==> src/rtl/aclk_defs.sv <==
// Shared definitions for the alarm-clock time-of-day path: BCD digit width,
// per-digit limits and the default seconds-per-minute count.
package aclk_defs;

    localparam int DIGIT_W = 4;

    typedef logic [DIGIT_W-1:0] bcd_t;

    localparam bcd_t MAX_LS_DIGIT   = 4'd9;
    localparam bcd_t MAX_MS_MIN     = 4'd5;
    localparam bcd_t MAX_MS_HR      = 4'd2;
    localparam bcd_t MAX_LS_HR_AT_2 = 4'd3;

    localparam int DEFAULT_SECS_PER_MIN = 60;

endpackage

==> src/rtl/aclk_time_counter_bcd_digit.sv <==
// One BCD digit register: synchronous load, forced wrap to zero, and an
// increment enable that rolls over at a programmable terminal value.
module aclk_bcd_digit
    import aclk_defs::*;
(
    input  logic clock,
    input  logic reset,
    input  logic en,
    input  logic wrap,
    input  logic load,
    input  bcd_t load_value,
    input  bcd_t terminal,
    output bcd_t digit,
    output logic carry_out
);

    bcd_t digit_reg;
    bcd_t digit_next;

    assign carry_out = en && (digit_reg == terminal);

    // Load beats wrap beats increment; the top never asserts load with the others.
    always_comb begin
        digit_next = digit_reg;
        if (load) begin
            digit_next = load_value;
        end else if (wrap) begin
            digit_next = '0;
        end else if (en) begin
            digit_next = (digit_reg == terminal) ? '0 : digit_reg + 4'd1;
        end
    end

    always_ff @(posedge clock or negedge reset) begin
        if (!reset) begin
            digit_reg <= '0;
        end else begin
            digit_reg <= digit_next;
        end
    end

    assign digit = digit_reg;

endmodule

==> src/rtl/aclk_time_counter.sv <==
// 24-hour HH:MM BCD time-of-day counter driven by a one-second tick, with
// validated user load, a minute-rollover pulse and a rejected-load pulse.
module aclk_time_counter
    import aclk_defs::*;
#(
    parameter int SECS_PER_MIN = DEFAULT_SECS_PER_MIN
) (
    input  logic clock,
    input  logic reset,
    input  logic one_second,
    input  logic load_new_c,
    input  bcd_t new_ms_hr,
    input  bcd_t new_ls_hr,
    input  bcd_t new_ms_min,
    input  bcd_t new_ls_min,
    output bcd_t current_ms_hr,
    output bcd_t current_ls_hr,
    output bcd_t current_ms_min,
    output bcd_t current_ls_min,
    output logic minute_tick,
    output logic load_error
);

    localparam int SEC_W = (SECS_PER_MIN > 1) ? $clog2(SECS_PER_MIN) : 1;
    localparam logic [SEC_W-1:0] SEC_LAST = SEC_W'(SECS_PER_MIN - 1);

    logic             load_valid;
    logic             do_load;
    logic             load_reject;
    logic             sec_tick;
    logic             sec_wrap;
    logic [SEC_W-1:0] sec_reg;
    logic [SEC_W-1:0] sec_next;
    logic             minute_tick_reg;
    logic             load_error_reg;

    logic ls_min_carry;
    logic ms_min_carry;
    logic ls_hr_carry;
    logic ms_hr_carry;
    logic at_23;
    logic hour_en;
    logic hour_wrap;

    // Hours 20-23 are legal only when the tens digit is 2 and units are 0-3.
    assign load_valid = (new_ls_min <= MAX_LS_DIGIT) &&
                        (new_ms_min <= MAX_MS_MIN)   &&
                        (new_ls_hr  <= MAX_LS_DIGIT) &&
                        ((new_ms_hr < MAX_MS_HR) ||
                         ((new_ms_hr == MAX_MS_HR) && (new_ls_hr <= MAX_LS_HR_AT_2)));

    assign do_load     = load_new_c && load_valid;
    assign load_reject = load_new_c && !load_valid;
    // A valid load swallows a coincident tick; a rejected one does not.
    assign sec_tick    = one_second && !do_load;
    assign sec_wrap    = sec_tick && (sec_reg == SEC_LAST);

    always_comb begin
        sec_next = sec_reg;
        if (do_load || sec_wrap) begin
            sec_next = '0;
        end else if (sec_tick) begin
            sec_next = sec_reg + 1'b1;
        end
    end

    always_ff @(posedge clock or negedge reset) begin
        if (!reset) begin
            sec_reg         <= '0;
            minute_tick_reg <= 1'b0;
            load_error_reg  <= 1'b0;
        end else begin
            sec_reg         <= sec_next;
            minute_tick_reg <= sec_wrap;
            load_error_reg  <= load_reject;
        end
    end

    assign at_23     = (current_ms_hr == MAX_MS_HR) && (current_ls_hr == MAX_LS_HR_AT_2);
    assign hour_en   = ms_min_carry && !at_23;
    // Any hour overflow, including an unreachable tens-digit carry, returns to 00.
    assign hour_wrap = (ms_min_carry && at_23) || ms_hr_carry;

    aclk_bcd_digit u_ls_min (
        .clock      (clock),
        .reset      (reset),
        .en         (sec_wrap),
        .wrap       (1'b0),
        .load       (do_load),
        .load_value (new_ls_min),
        .terminal   (MAX_LS_DIGIT),
        .digit      (current_ls_min),
        .carry_out  (ls_min_carry)
    );

    aclk_bcd_digit u_ms_min (
        .clock      (clock),
        .reset      (reset),
        .en         (ls_min_carry),
        .wrap       (1'b0),
        .load       (do_load),
        .load_value (new_ms_min),
        .terminal   (MAX_MS_MIN),
        .digit      (current_ms_min),
        .carry_out  (ms_min_carry)
    );

    aclk_bcd_digit u_ls_hr (
        .clock      (clock),
        .reset      (reset),
        .en         (hour_en),
        .wrap       (hour_wrap),
        .load       (do_load),
        .load_value (new_ls_hr),
        .terminal   (MAX_LS_DIGIT),
        .digit      (current_ls_hr),
        .carry_out  (ls_hr_carry)
    );

    aclk_bcd_digit u_ms_hr (
        .clock      (clock),
        .reset      (reset),
        .en         (ls_hr_carry),
        .wrap       (hour_wrap),
        .load       (do_load),
        .load_value (new_ms_hr),
        .terminal   (MAX_MS_HR),
        .digit      (current_ms_hr),
        .carry_out  (ms_hr_carry)
    );

    assign minute_tick = minute_tick_reg;
    assign load_error  = load_error_reg;

endmodule

==> config.mk <==
export PLATFORM = sky130hd
export DESIGN_NAME = aclk_time_counter
export DESIGN_NICKNAME = d
export VERILOG_FILES = /design/src/rtl/aclk_defs.sv /design/src/rtl/aclk_time_counter_bcd_digit.sv /design/src/rtl/aclk_time_counter.sv
export SDC_FILE = /design/constraint.sdc
export NUM_CORES = 1
export LEC_CHECK = 0
export CORE_AREA = 4 4 58 60
export CTS_BUF_LIST = sky130_fd_sc_hd__clkbuf_4
export DETAILED_ROUTE_END_ITERATION = 12
export DIE_AREA = 0 0 62 64
export PLACE_DENSITY = 0.95
export SKIP_LAST_GASP = 1
export SLEW_MARGIN = 20
export SYNTH_ARGS = -nofsm -noshare
export SYNTH_HDL_FRONTEND = slang
export SYNTH_SLANG_ARGS = --single-unit
==> constraint.sdc <==
create_clock -name clock -period 4.1 [get_ports clock]
set_clock_uncertainty 0.05 [all_clocks]
set_input_delay 1.23 -clock clock [delete_from_list [all_inputs] [get_ports clock]]
set_output_delay 1.23 -clock clock [all_outputs]
set_load 0.005 [all_outputs]
==> summary.md <==
| Metric | Value |
|---|---|
| Flops & latches, synth | 24 |
| Synthesis-to-layout area growth | 28.5% |
| # Post-CTS Setup Buffers | 0 |
| Worst vdd ir | 0.000347 V |
| Synthesized area per cell | 9.25 µm² |
| Synth Area in Compound Gates | 0.164 |
| Syn Inst Count | 163 |
| Distinct cells, synth | 45 |
| WL per Instance | 16.0 µm |
| Max Freq | 307 MHz |
| Largest register FFs | 6 |
| Final GP Congestion | 0.878 |
| Worst Path Required | 4300 ps |
| Total gr overflow | 0 |
| Clock sink total | 24 |
| Post-synth top area cell | dfrtp_1 |
| Mux cell area share after synthesis | 0.0357 |
| Nets | 226 |
| Setup TNS | 0 ps |
| Residual DRC count | 0 |
| Period utilisation layout | 0.794 |
| Slew Viols, Final | 0 |
| Simple-gate share of the synthesized area | 0.307 |
| Areal power density over the cells | 441 nW/µm² |
| Reg power frac | 0.477 |
| Synthesis Warnings | 0 |
| Initial antenna violation count | 0 |
| Clock latency on the worst-skew pair | 310 ps |
| Initial DRC Count | 70 |
| Layout cells sized above 1 | 0.0700 |
| Die height | 64 µm |
| CTS buffer count | 3 |
| Post-CTS Hold Buffers | 0 |
| Post-Syn Nets | 188 |
| Register area share after synthesis | 0.398 |
| Final Hold Viols | 0 |
| Ports | 38 |
| Drt total wl | 3730 µm |
| Internal Dissipation | 0.000537 W |
| N_diodes | 0 |
| Vias in the first global route | 1388 |
| Unrepaired setup endpoints after global routing | false |
| First-pass DRT Iterations | 4 |
| Asr flop ratio synth | 1.00 |
| Switching power | 0.000317 W |
| Longest Clk Path Bufs | 2 |
| Sw Ratio | 0.371 |
| H-Tree Depth | 1 |
| Crit path launch type | input pin |
| Post-synth top area share | 0.398 |
| CTS tree | done |
| Cts repair resizes | 0 |
| CP Max Fanout | 13 |
| Commonest cells post-synth | 24 x dfrtp_1, 13 x a21oi_1, 13 x nor3_1 |
| Post-synthesis adder-cell area fraction | 0.0415 |
| Vias | 1451 |
| Root Driver | clkbuf_4 |
| Finish-stage setup viols | 0 |
| Clock share of power | 0.125 |
| Die area | 3970 µm² |
| Area contributors post-synth | dfrtp_1 40%, a21oi_1 4.3%, nor3_1 4.3% |
| EDFF count, synth | 0 |
| Lkg Pwr | 0.755 nW |
| Relative slew slack | 0.458 |
| Die Span X | 62 µm |
| Comb power frac | 0.397 |
| Global-route wire length before repair | 6240 µm |
| Status | complete, no violations |
| Maxcap violations | 0 |
| Critical path arrival | 3450 ps |
| Main flop type after synthesis | dfrtp_1 |
| Site Rows | 20 |
| Tmin final | 3260 ps |
| Vias/cell | 6.23 |
| Worst hold path type | reg2reg |
| Pre-CTS setup slack | 528 ps |
| Dpl hpwl | 2760 µm |
| CP Class | in2reg |
| Largest net degree at the start of global routing | 25 |
| GRT Overall Usage | 0.202 |
| XOR/XNOR Fraction of Synth Area | 0.0174 |
| Starting density of the core | 0.515 |
| Crit. End Element | flop |
| Worst Max-Slew Pin Slew | 811 ps |
| Core ar. | 2930 µm² |
| Fillcell total | 238 |
| Antenna viol nets, final | 0 |
| Power Total | 0.000854 W |
| Synth Cell Area | 1510 µm² |
| Post-route setup slack | 845 ps |
| Port Buffer Count | 37 |
| Clk slew on worst S/H paths | 140 ps |
| Most common cell in the netlist | dfrtp_1 |
| Largest family of logic cells by synthesized area | simple AND/OR/NAND/NOR gates |
-- per-stage QoR --
stage	cell area, µm²	instances	utilization	hold WS (ps)
CTS	1940	233	0.662	533
global route	1940	233	0.662	571
global placement	1910	229	0.653	501
detailed placement	1910	229	0.653	515
finish	1940	233	0.662	530
floorplan	1510	163	-	476
-- metal layers --
metal,global-route usage,share of wire
met3,0.0242,0.051
met4,0.0690,0.017
met2,0.316,0.50
met5,0,0
met1,0.283,0.43
-- kinds of logic after synthesis --
logic type      Yosys count
buf+inv                  13
flops                    24
mux                       5
xor+xnor                  3
compound gates           41
simple gates             72
fa+ha+maj                 5
-- critical path, stage by stage --
cell	delay, ps
clkdlybuf4s50_1	610
nand2_1	220
or4_4	680
or4_1	540
a31oi_1	170
-- power groups by stage --
stage	clock [W]	combinational, W	sequential (W)
3_3_place_gp	0	0.000328	0.000408
2_1_floorplan	0	0.000195	0.000392
6_report	0.000107	0.000339	0.000408
4_1_cts	0.000107	0.000340	0.000407
3_5_place_dp	0	0.000337	0.000413
5_1_grt	0.000117	0.000378	0.000426
-- placed cells by master, fill, tap and decap left out, types with 3 or more instances in the layout --
cell,count
nand3_1,6
inv_1,6
mux2_2,3
dfrtp_1,24
nand2_1,9
nor2_1,7
nor2b_1,4
o31ai_1,3
xnor2_1,3
a21oi_1,13
clkdlybuf4s50_1,37
nand2b_1,3
buf_4,3
nand4_1,5
nor3_1,13
clkbuf_4,3
ha_1,5
o21ai_0,9
or4_1,3
a31oi_1,9
-- worst paths after layout --
check / startpoint / endpoint / slack [ps] / cells past startpoint
setup / recovery: one_second / u_ms_hr.digit[0] / 840 / 5
hold / removal: u_ms_min.digit[3] / u_ms_min.digit[3] / 530 / 2
setup reg to reg: u_ms_hr.digit[0] / u_ms_hr.digit[3] / 1560 / 6
hold reg to reg: u_ms_min.digit[3] / u_ms_min.digit[3] / 530 / 2
max in group asynchronous: reset / sec_reg[2] / 2560 / 2
min in group asynchronous: reset / u_ls_min.digit[2] / 1200 / 2
-- final cells by class --
type                       count  area (µm²)  area share
clock inverter                 1        3.75     0.00194
clock buffer                   3        22.5      0.0116
timing repair buffer          40         393       0.203
sequential                    24         601       0.310
multi-input combinational    126         853       0.441
inverter                       6        22.5      0.0116
tap                           33        41.3      0.0213
Power figures use the tool's default switching activity.
